$ cat config.mk
export PLATFORM = sky130hd
export DESIGN_NAME = spi_slave
export DESIGN_NICKNAME = d
export VERILOG_FILES = /design/src/rtl/spi_pkg.sv /design/src/rtl/spi_sync.sv /design/src/rtl/spi_slave.sv
export SDC_FILE = /design/constraint.sdc
export NUM_CORES = 1
export LEC_CHECK = 0
export CAP_MARGIN = 20
export CORE_MARGIN = 2
export CORE_UTILIZATION = 50
export CTS_CLUSTER_SIZE = 10
export DETAILED_ROUTE_END_ITERATION = 8
export PLACE_DENSITY = 0.73
export SETUP_SLACK_MARGIN = 0.3
export SKIP_CTS_REPAIR_TIMING = 1
export SYNTH_ARGS = -nofsm -noshare
export SYNTH_HDL_FRONTEND = slang
export SYNTH_SLANG_ARGS = --single-unit
$ cat constraint.sdc
create_clock -name clk -period 5.45 [get_ports clk]
set_input_delay 0.545 -clock clk [delete_from_list [all_inputs] [get_ports clk]]
set_output_delay 0.545 -clock clk [all_outputs]
set_load 0.05 [all_outputs]
$ cat src/rtl/spi_pkg.sv
// Shared types and constants for the oversampled SPI responder.
package spi_pkg;

    typedef enum logic [1:0] {
        IDLE,
        ACTIVE,
        DONE,
        WAIT
    } state_t;

    localparam int CPOL       = 1;
    localparam int CPHA       = 0;
    localparam int SYNC_DEPTH = 2;

endpackage

$ cat src/rtl/spi_sync.sv
// Multi-flop synchronizer for a single asynchronous input bit.
import spi_pkg::*;

module spi_sync #(
    parameter logic RST_VAL = 1'b0
) (
    input  logic clk,
    input  logic rst,
    input  logic d,
    output logic q
);

    logic [SYNC_DEPTH-1:0] ff;

    always_ff @(posedge clk or posedge rst) begin
        if (rst) begin
            ff <= {SYNC_DEPTH{RST_VAL}};
        end else begin
            ff <= {ff[SYNC_DEPTH-2:0], d};
        end
    end

    assign q = ff[SYNC_DEPTH-1];

endmodule

$ cat src/rtl/spi_slave.sv
// SPI responder: oversamples sclk/ss_n/mosi in the clk domain and
// exchanges one DW-bit word per frame with local logic.
import spi_pkg::*;

module spi_slave #(
    parameter int DW = 16
) (
    input  logic          clk,
    input  logic          rst,
    input  logic [1:0]    spi_mode,
    input  logic          sclk,
    input  logic          ss_n,
    input  logic          mosi,
    output logic          miso,
    output logic          miso_oe,
    input  logic [DW-1:0] tx_data,
    input  logic          tx_valid,
    output logic          tx_ready,
    output logic [DW-1:0] rx_data,
    output logic          rx_valid,
    output logic          tx_underrun,
    output logic          frame_err
);

    localparam int CW = $clog2(DW + 1);

    logic ss_s, sclk_s, mosi_s;
    logic ss_q, sclk_q;

    spi_sync #(.RST_VAL(1'b1)) u_sync_ss (
        .clk(clk), .rst(rst), .d(ss_n), .q(ss_s)
    );
    spi_sync #(.RST_VAL(1'b0)) u_sync_sclk (
        .clk(clk), .rst(rst), .d(sclk), .q(sclk_s)
    );
    spi_sync #(.RST_VAL(1'b0)) u_sync_mosi (
        .clk(clk), .rst(rst), .d(mosi), .q(mosi_s)
    );

    state_t        state, state_nx;
    logic          cpol, cpha;
    logic [DW-1:0] hold;
    logic          hold_full;
    logic [DW-1:0] tx_sh;
    logic [DW-1:0] rx_sh;
    logic [CW-1:0] cnt;
    logic          miso_r;

    logic ss_fall, ss_rise, sclk_chg;
    logic lead, trail, sample, shift;
    logic start, abort, do_sample, do_shift, finish;

    assign ss_fall  = ss_q & ~ss_s;
    assign ss_rise  = ~ss_q & ss_s;
    assign sclk_chg = sclk_s ^ sclk_q;
    assign lead     = sclk_chg & (sclk_q == cpol);
    assign trail    = sclk_chg & (sclk_s == cpol);
    // CPHA swaps which edge samples mosi and which advances miso
    assign sample   = cpha ? trail : lead;
    assign shift    = cpha ? lead : trail;

    always_ff @(posedge clk or posedge rst) begin
        if (rst) begin
            state  <= IDLE;
            ss_q   <= 1'b1;
            sclk_q <= 1'b0;
        end else begin
            state  <= state_nx;
            ss_q   <= ss_s;
            sclk_q <= sclk_s;
        end
    end

    always_comb begin
        state_nx  = state;
        start     = 1'b0;
        abort     = 1'b0;
        do_sample = 1'b0;
        do_shift  = 1'b0;
        finish    = 1'b0;
        unique case (state)
            IDLE: begin
                if (ss_fall) begin
                    start    = 1'b1;
                    state_nx = ACTIVE;
                end
            end
            ACTIVE: begin
                if (ss_rise) begin
                    abort    = 1'b1;
                    state_nx = IDLE;
                end else begin
                    do_sample = sample;
                    do_shift  = shift;
                    if (sample && cnt == CW'(DW - 1)) begin
                        state_nx = DONE;
                    end
                end
            end
            DONE: begin
                finish   = 1'b1;
                state_nx = ss_rise ? IDLE : WAIT;
            end
            WAIT: begin
                if (ss_rise) begin
                    state_nx = IDLE;
                end
            end
            default: state_nx = IDLE;
        endcase
    end

    always_ff @(posedge clk or posedge rst) begin
        if (rst) begin
            cpol        <= 1'b0;
            cpha        <= 1'b0;
            hold        <= '0;
            hold_full   <= 1'b0;
            tx_sh       <= '0;
            rx_sh       <= '0;
            cnt         <= '0;
            miso_r      <= 1'b0;
            rx_data     <= '0;
            rx_valid    <= 1'b0;
            tx_underrun <= 1'b0;
            frame_err   <= 1'b0;
        end else begin
            rx_valid    <= finish;
            tx_underrun <= start & ~hold_full;
            frame_err   <= abort;
            if (start) begin
                cpol      <= spi_mode[CPOL];
                cpha      <= spi_mode[CPHA];
                cnt       <= '0;
                tx_sh     <= hold_full ? hold : '0;
                miso_r    <= hold_full & hold[DW-1];
                hold_full <= 1'b0;
            end
            // only reachable while empty, so a same-cycle start underruns
            if (tx_valid && !hold_full) begin
                hold      <= tx_data;
                hold_full <= 1'b1;
            end
            if (do_shift) begin
                miso_r <= cpha ? tx_sh[DW-1] : tx_sh[DW-2];
                tx_sh  <= {tx_sh[DW-2:0], 1'b0};
            end
            if (do_sample) begin
                rx_sh <= {rx_sh[DW-2:0], mosi_s};
                cnt   <= cnt + CW'(1);
            end
            if (finish) begin
                rx_data <= rx_sh;
            end
            if (state != IDLE && state_nx == IDLE) begin
                miso_r <= 1'b0;
            end
        end
    end

    assign miso     = miso_r;
    assign miso_oe  = (state != IDLE);
    assign tx_ready = ~hold_full;

endmodule
==> After elaboration in Yosys (flattened, before gate mapping) <==
Index checks and enable logic that the tools add are counted.
{ "classes": {"n_mux": 28, "eq_ne": 6, "shift": 0, "div": 0, "n_reduce_logical": 11, "n_lt_le_gt_ge": 0, "bitwise_logic": 10, "multipliers": 0, "addsub": 1} }
{ "ops": {"columns": ["operator", "count"], "rows": [
  ["2-to-1 mux 16 bit", 3],
  ["2-to-1 mux 1 bit", 17],
  ["2-to-1 mux 2 bit", 5],
  ["2-to-1 mux 5 bit", 2],
  ["case mux 2 bit (4 select lines)", 1],
  ["nonzero test 2 bit", 4],
  ["AND 1 bit", 6],
  ["adder 5 x 1 -> 5 bit (second input constant)", 1],
  ["== test 5 x 4 -> 1 bit (second input constant)", 1],
  ["== test 2 bit (second input constant)", 2],
  ["logical NOT 2 bit", 2],
  ["logical AND 1 bit", 3],
  ["inverter 1 bit", 3],
  ["nonzero test 3 bit", 1],
  ["== test 1 bit", 2],
  ["== test 2 x 1 -> 1 bit (second input constant)", 1],
  ["logical NOT 1 bit", 1],
  ["bitwise XOR 1 bit", 1]
]} }
{ "word_totals": {"n_memories": 0, "mem_bits_ro": 0, "latchBits": 0, "reg_bits": 86, "word_cells": 74, "out_inout_bits": 22, "input_bits": 24, "ram_bits": 0} }

==> Depth between registers and ports, before layout <==
{ "depth": {"word_depth": 10, "ltp_mapped": 6} }

==> Hierarchy <==
From an unflattened synthesis, not the netlist that was laid out.
{ "unflattened": {"cells_unflattened": 263, "area_unflattened_um2": 3503.4} }
{ "by_module_without_submodules": {"columns": ["module", "area_per_inst_um2", "cells_each", "n_inst", "seq_area_each_um2"], "rows": [
  ["spi_slave", 3339.5, 254, 1, 2003.2],
  ["spi_sync at u_sync_mosi ...", 53.8, 3, 2, 50.0],
  ["spi_sync at u_sync_ss", 56.3, 3, 1, 52.6]
]} }

==> Worst setup path after synthesis <==
No wires, ideal clock.
{ "synth_timing": {"path_kind": "input port to flip-flop", "startpoint": "in tx_valid", "endpoint": "reg hold[0]", "setup_slack_ns": 3.678, "path_buffers": 2, "required_time_ns": 5.325, "stages": 4, "arrival_ns": 1.648, "path_cell_list": "nor2b_1 clkbuf_1 buf_1 mux2_2"} }
{ "synth_between": {"elab_chain_cells": 1} }
{ "synth_lines": {"columns": ["element", "line", "source"], "rows": [
  ["start, declared", "spi_slave.sv:17", "input logic tx_valid,"],
  ["logical AND 1 bit", "spi_slave.sv:140", "if (tx_valid && !hold_full) begin"],
  ["end signal, assigned", "spi_slave.sv:141", "hold <= tx_data;"],
  ["end, declared", "spi_slave.sv:42", "logic [DW-1:0] hold;"]
]} }
No other way between the ends.
A chain may end at the register's enable or synchronous reset.

==> Worst setup path in the final report <==
{ "layout_timing": {"startpoint": "reg state[0]", "endpoint": "out miso_oe"} }
{ "layout_between": {"elab_chain_cells": 1} }
{ "layout_lines": {"columns": ["element", "line", "source"], "rows": [
  ["start, declared", "spi_slave.sv:40", "state_t state, state_nx;"],
  ["start signal, assigned", "spi_slave.sv:68", "state <= state_nx;"],
  ["nonzero test 2 bit", "spi_slave.sv:162", "assign miso_oe = (state != IDLE);"],
  ["end, declared", "spi_slave.sv:15", "output logic miso_oe,"]
]} }
No other way between the ends.

==> summary.md <==
| Metric | Value |
|---|---|
| Status | finished clean |
| FMAX | 412 MHz |
| Main area contributors after synthesis | dfrtp_1 59%, mux2_2 16%, dfstp_2 2.2% |
| Hold Path Depth | 0 |
| Synth Area per Inst | 13.3 µm² |
| Top FF cell, synth | dfrtp_1 |
| Final hold vios | 0 |
| Post-synthesis xor/xnor area fraction | 0.709% |
| Worst r2r src | ss_q$_DFF_PP1_ |
| Worst-Skew Late Latency | 0.34 ns |
| Fillers | 514 |
| Die Width | 88.0 µm |
| Number of CTS-inserted buffers | 9 |
| Die height | 88.0 µm |
| Final Instance Area | 0.00425 mm² |
| Multiplexer share of the synthesized area | 18.8% |
| Area leader, netlist | dfrtp_1 |
| Pleak | 1.96 nW |
| Synth Area in Adders | 0.709% |
| Critical path type | flop to primary output |
| Worst hold endpoint | u_sync_sclk.ff[1]$_DFF_PP0_ |
| Final antenna diode count | 0 |
| Layout cell share with drive strength beyond 1 | 25.2% |
| Area after DPL | 0.00403 mm² |
| RSZ-0062 raised after global routing | no |
| Final Cycle Share | 44.5% |
| Worst-path fanout max | 9 |
| Largest net degree at the start of global routing | 87 |
| HP Start | u_sync_sclk.ff[0]$_DFF_PP0_ |
| Total chip power | 1.69 mW |
| Vias per cell | 5.26 |
| Post-DRT Antenna Nets | 0 |
| Detailed placement HPWL | 3.64 mm |
| Most frequent cells in the layout | 83 x dfrtp_1, 49 x mux2_2, 45 x clkdlybuf4s50_1 |
| Vias | 2156 |
| CTS Sinks | 86 |
| Crit end category | primary output |
| Worst Skew | 0.00837 ns |
| TritonCTS clock tree | done |
| Post-synth EDFFs | 0 |
| Syn Nets | 291 |
| Synth Register Bits | 86 |
| Global-route wire length before repair | 10.1 mm |
| Worst IR Drop VDD | 0.000205 V |
| Drt first pass iters | 4 |
| Worst EP required | 4.91 ns |
| Layout Nets | 335 |
| Area of the multi-input gates | 0.00125 mm² |
| Register area share after synthesis | 61.1% |
| Core Footprint | 0.00679 mm² |
| Slew HR | 38.8% |
| Commonest non-fill, non-tap cell in the layout | dfrtp_1 |
| R2R Setup Slk | 3.10 ns |
| # port buffers | 45 |
| Top cell type's share of synthesized area | 58.9% |
| TNS Setup | 0 ns |
| Max_cap viols | 0 |
| GRT Overall Usage | 16.9% |
| Slew Viols, Final | 0 |
| Row count | 30 |
| YS warnings | 0 |
| Worst slew pin tran | 0.918 ns |
| Period minus WS final | 2.42 ns |
| # DRC | 0 |
| Simple logic cell fraction of the synthesized area | 8.80% |
| Worst Hold Class | flop to flop |
| Wirelength, routed | 5.83 mm |
| Starting density of the core | 51.9% |
| Global placer's final weighted congestion | 0.827 |
| Area Growth Syn to Fin | 20.4% |
| Clock root buffer | clkbuf_8 |
| Mapped Area | 0.00353 mm² |
| Main combinational cell family by area after synthesis | multiplexers |
| CP arrival | 1.88 ns |
| FF-to-FF End | tx_sh[14]$_DFFE_PP0P_ |
| Full die area | 0.00774 mm² |
| Routed WL per cell | 14.2 µm |
| First-iteration detailed-routing DRC count | 105 |
| # setup viols final | 0 |
| Synthesized netlist cell count | 265 |
| # IOs | 46 |
| PD cells | 398 mW/mm² |
| Clock transition at path regs | 0.08 ns |
| Yosys cell types | 40 |
| Synth Area in Compound Gates | 6.53% |
| GR Overflow Total | 0 |
| Vias in the first global route | 2226 |
| CTS H-tree lvls | 3 |
| Initial antenna violation count | 0 |
| Ys async rst share | 100% |
| Clock Path Buffers | 2 |
| Setup crit start kind | flop |
| FF/Latch Area | 0.00216 mm² |
| R2R depth | 5 |
[layout make-up]
cell class	instances	share of cell area (%)
inverters	6	0.560
clock inverters	5	1.18
repair buffers	50	12.1
well taps	96	2.83
flip-flops and latches	86	50.8
clock buffers	11	3.09
multi-input cells	156	29.5
[state kept, by name (all words and copies together), names as in the netlist, 2 cells and up]
register / count
hold: 16
u_sync_sclk.ff: 2
tx_sh: 16
state: 2
cnt: 5
u_sync_mosi.ff: 2
rx_sh: 16
u_sync_ss.ff: 2
rx_data: 16
[critical path: stages (launching register included)]
cell             delay (ns)
dfrtp_1                0.50
nor2_1                 0.11
inv_1                  0.12
clkdlybuf4s50_1        0.81
[cell families (layout without fill, tap and decap cells)]
group           count (synthesis)  after routing
flops                          86             86
simple gates                   59             59
mux                            58             58
compound gates                 35             35
buf+inv                        23             72
fa+ha+maj                       2              2
xor+xnor                        2              2
[synthesized netlist by cell type (3+ instances only)]
cell type,count
a21oi_1,11
a22oi_1,10
a31oi_1,3
buf_2,5
buf_6,3
clkbuf_1,6
dfrtp_1,83
dfstp_2,3
inv_1,6
mux2_2,49
mux2_4,4
mux2i_1,5
nand2_1,19
nand2b_1,4
nand3_1,7
nor2_1,4
nor2b_1,5
nor3_1,10
o211ai_1,3
[per-layer routing]
metal,share of wire [%],GRT usage [%],vias up
met5,0,0,-
met4,2.2,8.95,0
met3,2.9,3.39,11
met2,46,25.0,35
met1,49,23.7,1090
li1,-,-,1020
[through the flow]
stage	hold WS [ns]	utilization, %	std cells	setup WS (ns)
2_1_floorplan	0.331	-	265	2.69
3_3_place_gp	0.332	59.2	392	3.02
3_5_place_dp	0.342	59.2	392	2.92
4_1_cts	0.359	61.9	408	2.91
5_1_grt	0.366	62.5	410	2.92
6_report	0.355	62.5	410	3.03
[power breakdown]
group          switching [mW]  total, mW  internal, mW
clock network           0.208      0.417         0.209
registers               0.112      0.913         0.801
logic                   0.160      0.360         0.200
total                   0.480       1.69          1.21
[worst max-delay path by stage]
| stage | from | endpoint | slack (ns) | cells after the start |
|---|---|---|---|---|
| global placement | u_sync_ss.ff[1]$_DFF_PP1_ | tx_sh[13]$_DFFE_PP0P_ | 3.02 | 4 |
| global route | state[0]$_DFF_PP0_ | miso_oe | 2.92 | 3 |
| detailed placement | u_sync_ss.ff[1]$_DFF_PP1_ | tx_sh[11]$_DFFE_PP0P_ | 2.92 | 4 |
| floorplan | rst | cnt[0]$_DFFE_PP0P_ | 2.69 | 1 |
| CTS | u_sync_ss.ff[1]$_DFF_PP1_ | tx_sh[14]$_DFFE_PP0P_ | 2.91 | 4 |
| finish | state[0]$_DFF_PP0_ | miso_oe | 3.03 | 3 |
(Power assumes the default switching activity.)
